**src/rtl/cache_pkg.sv**
```systemverilog
`default_nettype none
// ============================================================================
// Module      : cache_pkg
// Description : Shared types and constants for the cache refill path.
//               Holds the read-bridge FSM encoding and the AXI response and
//               protection encodings used on the memory side.
// Revision    : 1.0 - initial release
// ============================================================================
package cache_pkg;

  typedef enum logic [2:0] {
    BR_IDLE,
    BR_ADDR,
    BR_DATA,
    BR_HOLD,
    BR_DONE
  } bridge_state_t;

  localparam logic [1:0] AXI_RESP_OKAY    = 2'b00;
  localparam logic [1:0] AXI_RESP_EXOKAY  = 2'b01;
  localparam logic [1:0] AXI_RESP_SLVERR  = 2'b10;
  localparam logic [1:0] AXI_RESP_DECERR  = 2'b11;

  localparam logic [2:0] AXI_PROT_DEFAULT = 3'b000;

endpackage
`default_nettype wire

```
**src/rtl/cache_axi_read_bridge.sv**
```systemverilog
`default_nettype none
// ============================================================================
// Module      : cache_axi_read_bridge
// Description : Memory-side end of the cache refill interface. Takes a
//               single-word refill request, issues one AXI4-Lite read and
//               returns the word with a one-cycle rdy_o pulse. rdy_o never
//               arrives earlier than MIN_LATENCY cycles after the request,
//               and data_o is stable for a full cycle before and during rdy_o.
// Ports       : clk_i, rst_ni         - clock, asynchronous active-low reset
//               start_i, address_i    - refill request (sampled in IDLE only)
//               rdy_o, data_o, err_o  - refill completion, word and error flag
//               m_axi_ar*             - AXI4-Lite read address channel
//               m_axi_r*              - AXI4-Lite read data channel
// Revision    : 1.0 - initial release
// ============================================================================
module cache_axi_read_bridge
  import cache_pkg::*;
#(
  parameter int ADDR_WIDTH  = 32,
  parameter int DATA_WIDTH  = 32,
  parameter int MIN_LATENCY = 4
) (
  input  logic                  clk_i,
  input  logic                  rst_ni,
  input  logic                  start_i,
  input  logic [ADDR_WIDTH-1:0] address_i,
  output logic                  rdy_o,
  output logic [DATA_WIDTH-1:0] data_o,
  output logic                  err_o,
  output logic [ADDR_WIDTH-1:0] m_axi_araddr,
  output logic [2:0]            m_axi_arprot,
  output logic                  m_axi_arvalid,
  input  logic                  m_axi_arready,
  input  logic [DATA_WIDTH-1:0] m_axi_rdata,
  input  logic [1:0]            m_axi_rresp,
  input  logic                  m_axi_rvalid,
  output logic                  m_axi_rready
);

  localparam int                 c_cnt_w     = $clog2(MIN_LATENCY + 1);
  localparam logic [c_cnt_w-1:0] c_cnt_max   = c_cnt_w'(MIN_LATENCY);
  // The counter holds (cycle number - 1), so leaving HOLD when it reaches
  // MIN_LATENCY-2 puts DONE exactly in cycle MIN_LATENCY at the earliest.
  localparam logic [c_cnt_w-1:0] c_hold_exit = c_cnt_w'(MIN_LATENCY - 2);

  if (MIN_LATENCY < 4) begin : g_min_latency_check
    $fatal(1, "cache_axi_read_bridge: MIN_LATENCY must be >= 4");
  end

  bridge_state_t         state_q,   state_d;
  logic [ADDR_WIDTH-1:0] araddr_q,  araddr_d;
  logic [DATA_WIDTH-1:0] data_q,    data_d;
  logic                  err_q,     err_d;
  logic [c_cnt_w-1:0]    elapsed_q, elapsed_d;

  // Word alignment drops the byte-offset bits of the request address.
  logic unused_addr_bits;
  assign unused_addr_bits = ^address_i[1:0];

  always_ff @(posedge clk_i or negedge rst_ni) begin
    if (!rst_ni) begin
      state_q   <= BR_IDLE;
      araddr_q  <= '0;
      data_q    <= '0;
      err_q     <= 1'b0;
      elapsed_q <= '0;
    end else begin
      state_q   <= state_d;
      araddr_q  <= araddr_d;
      data_q    <= data_d;
      err_q     <= err_d;
      elapsed_q <= elapsed_d;
    end
  end

  always_comb begin
    state_d   = state_q;
    araddr_d  = araddr_q;
    data_d    = data_q;
    err_d     = err_q;
    elapsed_d = elapsed_q;

    // Saturating elapsed-cycle count while a request is in flight.
    if (elapsed_q != c_cnt_max) begin
      elapsed_d = elapsed_q + 1'b1;
    end

    case (state_q)
      BR_IDLE: begin
        elapsed_d = '0;
        if (start_i) begin
          araddr_d = {address_i[ADDR_WIDTH-1:2], 2'b00};
          state_d  = BR_ADDR;
        end
      end
      BR_ADDR: begin
        if (m_axi_arready) begin
          state_d = BR_DATA;
        end
      end
      BR_DATA: begin
        if (m_axi_rvalid) begin
          data_d  = m_axi_rdata;
          err_d   = (m_axi_rresp == AXI_RESP_SLVERR) ||
                    (m_axi_rresp == AXI_RESP_DECERR);
          state_d = BR_HOLD;
        end
      end
      BR_HOLD: begin
        if (elapsed_q >= c_hold_exit) begin
          state_d = BR_DONE;
        end
      end
      BR_DONE: begin
        state_d = BR_IDLE;
      end
      default: begin
        state_d = BR_IDLE;
      end
    endcase
  end

  assign m_axi_araddr  = araddr_q;
  assign m_axi_arprot  = AXI_PROT_DEFAULT;
  assign m_axi_arvalid = (state_q == BR_ADDR);
  assign m_axi_rready  = (state_q == BR_DATA);
  assign data_o        = data_q;
  assign rdy_o         = (state_q == BR_DONE);
  // The error flag is only meaningful alongside rdy_o; it stays low otherwise.
  assign err_o         = (state_q == BR_DONE) && err_q;

endmodule
`default_nettype wire

```
**config.mk**
```make
export PLATFORM = sky130hd
export DESIGN_NAME = cache_axi_read_bridge
export DESIGN_NICKNAME = d
export VERILOG_FILES = /design/src/rtl/cache_pkg.sv /design/src/rtl/cache_axi_read_bridge.sv
export SDC_FILE = /design/constraint.sdc
export NUM_CORES = 1
export LEC_CHECK = 0
export CAP_MARGIN = 20
export CORE_MARGIN = 1.5
export CORE_UTILIZATION = 44
export CTS_CLUSTER_DIAMETER = 100
export DETAILED_ROUTE_END_ITERATION = 10
export GPL_TIMING_DRIVEN = 1
export PLACE_DENSITY = 0.86
export SYNTH_ARGS = -nofsm -noshare
export SYNTH_HDL_FRONTEND = slang
export SYNTH_SLANG_ARGS = --single-unit
```
**constraint.sdc**
```tcl
create_clock -name clk_i -period 2.2 [get_ports clk_i]
set_clock_uncertainty 0.05 [all_clocks]
set_input_delay 0.22 -clock clk_i [delete_from_list [all_inputs] [get_ports clk_i]]
set_output_delay 0.22 -clock clk_i [all_outputs]
set_load 0.02 [all_outputs]
```
==> metrics.csv, run 1 <==
metric,value,unit
outcome,completed,
clock slew at reported path FFs,0.08,ns
post-synthesis simple-gate area fraction,0.0551,
Critical Path AT,1.81,ns
remaining global-route overflow,0,
area grow syn2layout,57.0,%
crit path max fanout,11,
Site Rows,29,
Max Slew Vio Count,0,
mux share of post-synthesis cell area,0.284,
synth top area cells,"dfrtp_1, mux2_4, mux2_2, buf_12, buf_4",
TritonCTS clock tree,done,
CP Data Required Time,1.93,ns
IO Pins,142,
slowest CP cell,clkdlybuf4s50_1,
Sw Share,0.335,
Synthesis Warnings,0,
Clock Power Share,0.179,
min Tclk post-route,2.08,ns
"FF+latch count, synth",69,
# setup viols final,0,
first-pass GRT wire length,10300,um
Setup TNS Final,0,ns
CP Cell Sequence,nor3b_2 > and2_1 > clkdlybuf4s50_1,
Residual DRC,0,
pre-CTS setup slack,0.321,ns
clock buffer depth,2,
adder-cell share of the synthesized area,0.0128,
initial antenna violation count,0,
Initial DRT Pass Iterations,5,
Crit Path Class,reg -> out,
fmax,480,MHz
core area,6390,um2
RSZ-0062 raised after global routing,false,
Netlist cell types,27,
Clock Latency Late Sink,0.32,ns
Detail Route Antenna Nets,0,
Final Hold Viols,0,
post-CTS setup buffers,0,
Syn Std Cell Area,2930,um2
Die Y,84.6,um
Psw,2420,uW
initial core utilization,0.459,
post-synthesis compound-gate area fraction,0.00768,
Ant. Diodes,0,
Flop pwr share,0.321,
via count,1941,
PwrDens,1570,nW/um2
cell family with most CP delay,buffers and inverters,
Root Driver,clkbuf_8,
GRT Resource Usage Total,0.187,
Final Cycle Share,0.946,
Bufs and invs on worst path,1,
clock sink count,69,
post-synthesis xor/xnor area fraction,0.00299,
Routed WL,6390,um
crit path launch type,flip-flop,
largest net degree at the start of global routing,37,
placer congestion estimate,0.683,
Internal Power,4810,uW
Peak VDD IR,0.946,mV
Crit. End Element,output pin,
Via density,4.78,
Die X,84.6,um
Die ar.,7160,um2
Synth Instances,182,
max-cap check violation count,0,
NumNets Final,398,
ratio of cells with drive above 1 in the final layout,0.274,
Logic pwr share,0.500,
post-DP HPWL,4800,um
Worst path max stage delay,0.60,ns
register area share after synthesis,0.589,
DR iter-0 viols,52,
"Avg Cell Area, Syn",16.1,um2
LEAKAGE,0.00198,uW
# H-tree levels,3,
largest family of logic cells by synthesized area,multiplexers,
Num CTS Buffers,9,
WL/cell,15.7,um
vias in the first global route,2086,
worst setup margin,0.118,ns
worst hold path class,in -> async,
IO buf count,133,
Yosys top cell area share,0.589,
top cell type by total area after synthesis,dfrtp_1,
-- what timing repair did --
action	4_1_cts	5_1_grt
hold endpoints to repair	69	0
gates resized for setup	2	0
hold buffers	1	0
endpoints found under the setup margin	1	0
-- power groups by stage --
stage	clock network, uW	logic [uW]	registers [uW]
floorplan	0	1370	2990
global route	1370	3810	2420
finish	1290	3620	2320
CTS	1320	3670	2330
global placement	0	3580	2290
detailed placement	0	3650	2340
-- synth_stat cells --
cell type,count
mux2_2,31
nor2_1,5
nand2b_2,1
nor3b_2,1
nor3b_1,2
a21oi_1,1
buf_2,2
xnor2_1,1
buf_12,3
and2_1,1
nand2b_4,1
dfrtp_1,69
buf_4,8
ha_1,3
o21ai_0,2
and3_1,1
mux2_1,3
mux2_4,30
nand3_1,1
a21o_1,1
nand4_1,1
nor3_1,3
nand2_1,4
nor2b_1,3
nor2_8,1
conb_1,1
inv_1,2
-- kinds of logic after synthesis --
family	after synthesis
xor+xnor	1
simple gates	25
other cells	1
mux	64
buf+inv	15
compound gates	4
flops	69
fa+ha+maj	3
-- final timing paths --
path                                   from               end  slack [ns]  cells after the start
min                                  rst_ni  m_axi_araddr[12]        0.42                      3
min reg2reg                m_axi_araddr[24]  m_axi_araddr[24]        0.44                      1
max reg2reg                      state_q[1]         data_o[0]        0.47                      5
max in group asynchronous            rst_ni        state_q[2]        1.31                      3
min in group clk_i         m_axi_araddr[24]  m_axi_araddr[24]        0.44                      1
max                              state_q[0]             err_o        0.12                      3
-- registers in the layout, indices dropped and copies added, names as in the netlist --
register      cells
data_o           32
elapsed_q         3
err_q             1
m_axi_araddr     30
state_q           3
-- metrics by stage --
stage / utilization / instance area [um2] / hold WS, ns / std cells / power [uW]
2_1_floorplan: - / 2950 / -0.126 / 186 / 4360
3_3_place_gp: 0.678 / 4330 / 0.224 / 389 / 5870
3_5_place_dp: 0.678 / 4330 / 0.235 / 389 / 5990
4_1_cts: 0.721 / 4600 / 0.426 / 406 / 7310
5_1_grt: 0.721 / 4600 / 0.431 / 406 / 7600
6_report: 0.721 / 4600 / 0.418 / 406 / 7230
-- cells in the final DEF (no fill, tap or decap), types with 3 or more instances in the layout --
cell type / netlist / routed
nor3_1: 3 / 3
clkdlybuf4s50_1: 0 / 132
bufinv_16: 0 / 3
buf_12: 3 / 3
conb_1: 1 / 5
clkbuf_8: 0 / 11
mux2_2: 31 / 31
ha_1: 3 / 3
nor2b_1: 3 / 3
dfrtp_1: 69 / 68
nand2_1: 4 / 4
buf_4: 8 / 3
mux2_4: 30 / 30
nor2_1: 5 / 5
mux2_1: 3 / 3
-- per-layer routing --
metal / GRT usage / wire, um / vias up
met5: 0 / 0 / -
met4: 0.0660 / 69 / 0
met3: 0.0413 / 430 / 7
met2: 0.320 / 3260 / 80
met1: 0.232 / 2630 / 954
li1: - / - / 900
-- worst register-to-register path: cells and delay by family (launching register included) --
kind	cells	cell delay (ns)
flops	1	0.46
mux	1	0.34
simple gates	2	0.38
buf+inv	2	0.39
-- cell type report --
cell class	count	area, um2
Fill cell	466	1780
Clock buffer	11	151
Inverter	2	7.51
Timing Repair Buffer	140	1420
Tap cell	77	96.3
Clock inverter	5	106
Multi-Input combinational cell	102	1090
Sequential cell	69	1730
No activity file was read; power rests on OpenSTA's default activity.
==> run 2: changes to the inputs <==
--- a/config.mk
+++ b/config.mk
@@ -7,11 +7,12 @@
 export LEC_CHECK = 0
 export CAP_MARGIN = 20
 export CORE_MARGIN = 1.5
-export CORE_UTILIZATION = 44
+export CORE_UTILIZATION = 40
 export CTS_CLUSTER_DIAMETER = 100
 export DETAILED_ROUTE_END_ITERATION = 10
 export GPL_TIMING_DRIVEN = 1
-export PLACE_DENSITY = 0.86
+export PLACE_DENSITY = 0.79
+export REMOVE_ABC_BUFFERS = 1
 export SYNTH_ARGS = -nofsm -noshare
 export SYNTH_HDL_FRONTEND = slang
 export SYNTH_SLANG_ARGS = --single-unit
==> metrics.csv, run 2 (synthesis results as in run 1) <==
metric,value,unit
outcome,completed,
CP startpoint,state_q[1],
Initial DRT Pass Iterations,5,
initial antenna violation count,0,
clock sink count,69,
post-DP HPWL,4410,um
placed insts,410,
Via density,4.59,
Die X,88.6,um
crit path max fanout,9,
Crit. End Element,output pin,
Reg-to-Reg End,data_o[0],
placer congestion estimate,0.667,
fmax,476,MHz
GRT Resource Usage Total,0.149,
IO buf count,133,
initial core utilization,0.409,
Peak VDD IR,0.741,mV
area occupied by multi-input gates,1090,um2
core area,7180,um2
Residual DRC,0,
TritonCTS clock tree,done,
Root Driver,clkbuf_8,
FF/Latch Area,1730,um2
Critical Path AT,1.83,ns
Setup TNS Final,0,ns
Die Y,88.6,um
post-CTS setup buffers,0,
worst hold path class,in -> async,
CP Data Required Time,1.93,ns
min Tclk post-route,2.10,ns
# H-tree levels,3,
LEAKAGE,0.00193,uW
max-cap check violation count,0,
RSZ-0062 raised after global routing,false,
Site Rows,31,
Num CTS Buffers,9,
post-route insts no fill,427,
"commonest non-fill, non-tap cells in the layout","clkdlybuf4s50_1, dfrtp_1, mux2_2, mux2_4, clkbuf_8",
cell family with most CP delay,buffers and inverters,
CP Cell Sequence,nor3b_2 > and2_1 > clkdlybuf4s50_1,
Clock Latency Late Sink,0.33,ns
Logic pwr share,0.523,
Ant. Diodes,0,
WL/cell,13.8,um
# setup viols final,0,
via count,1960,
DR iter-0 viols,31,
Final Hold Viols,0,
remaining global-route overflow,0,
clock slew at reported path FFs,0.07,ns
"commonest non-fill, non-tap cell in the layout",clkdlybuf4s50_1,
area grow syn2layout,54.8,%
critical path depth,3,
first-pass GRT wire length,8710,um
r2r setup slk,0.48,ns
Max Slew Vio Count,0,
ratio of cells with drive above 1 in the final layout,0.268,
Clock Power Share,0.136,
clock buffer depth,2,
Psw,2380,uW
Sw Share,0.349,
Worst path max stage delay,0.59,ns
r2r startpoint,state_q[2],
Crit Path Class,reg -> out,
Die ar.,7850,um2
Routed WL,5880,um
Fillers,563,
slowest CP cell,clkdlybuf4s50_1,
PwrDens,1500,nW/um2
IO Pins,142,
Detail Route Antenna Nets,0,
max reg flops,32,
vias in the first global route,1936,
Bufs and invs on worst path,1,
cell count of the worst reg-to-reg path,4,
largest net degree at the start of global routing,31,
Final Cycle Share,0.955,
Flop pwr share,0.341,
worst setup path endpoint,err_o,
Internal Power,4430,uW
crit path launch type,flip-flop,
NumNets Final,397,
==> run 2: cell types whose count changed in the layout (fill, tap and decap cells not counted) <==
| cell | before | now |
|---|---|---|
| clkinv_4 | 1 | 0 |
| clkinv_2 | 0 | 1 |
| dfrtp_2 | 1 | 0 |
| clkinvlp_4 | 1 | 4 |
| buf_12 | 3 | 2 |
| dfrtp_1 | 68 | 69 |
| bufinv_16 | 3 | 0 |
==> run 2: power groups by stage <==
stage          registers (uW)  logic, uW  clock network (uW)
2_1_floorplan            3020       1240                   0
3_3_place_gp             2310       3530                   0
3_5_place_dp             2340       3590                   0
4_1_cts                  2330       3610                 975
5_1_grt                  2410       3780                1030
6_report                 2320       3560                 927
==> run 2: worst min-delay path by stage <==
| stage | from | to | slack (ns) | depth (start not counted) |
|---|---|---|---|---|
| finish | rst_ni | state_q[2] | 0.20 | 2 |
| global route | rst_ni | state_q[1] | 0.18 | 2 |
| CTS | rst_ni | state_q[1] | 0.17 | 2 |
| detailed placement | rst_ni | state_q[1] | -0.02 | 1 |
| global placement | rst_ni | state_q[1] | -0.02 | 1 |
| floorplan | rst_ni | data_o[0] | -0.13 | 0 |
==> run 2: cell type report <==
class / instances / area share
clock buffers: 11 / 0.0334
clock inverters: 5 / 0.00772
inverters: 2 / 0.00165
multi-input cells: 102 / 0.241
flip-flops and latches: 69 / 0.381
well taps: 99 / 0.0273
repair buffers: 139 / 0.308
==> run 2: per-stage QoR <==
step           setup WS [ns]  hold slack (ns)  instance area, um2  total power (uW)  utilization
4_1_cts               0.0141            0.174                4530              6910        0.632
6_report              0.0989            0.199                4540              6810        0.632
2_1_floorplan         -0.219           -0.126                2820              4260            -
5_1_grt               0.0209            0.182                4540              7210        0.632
3_3_place_gp           0.382          -0.0230                4340              5850        0.604
3_5_place_dp           0.333          -0.0208                4340              5930        0.604
==> run 2: repair_timing <==
action                     4_1_cts  5_1_grt
hold buffers                     1        0
hold endpoints to repair        69        0
setup endpoints to repair        0        1
gates resized for setup          0        1
==> run 2: worst reg2reg max path, stage by stage, from the launching register on <==
cell,delay [ns]
dfrtp_1,0.47
nand2b_2,0.27
nor2_8,0.19
buf_12,0.25
mux2_2,0.38
==> run 2: layer usage <==
layer / part of all wire / up-vias / GRT usage
met1: 0.40 / 952 / 0.173
met3: 0.10 / 9 / 0.0597
met4: 0.016 / 0 / 0.0767
met5: 0 / - / 0
li1: - / 896 / -
met2: 0.48 / 103 / 0.237
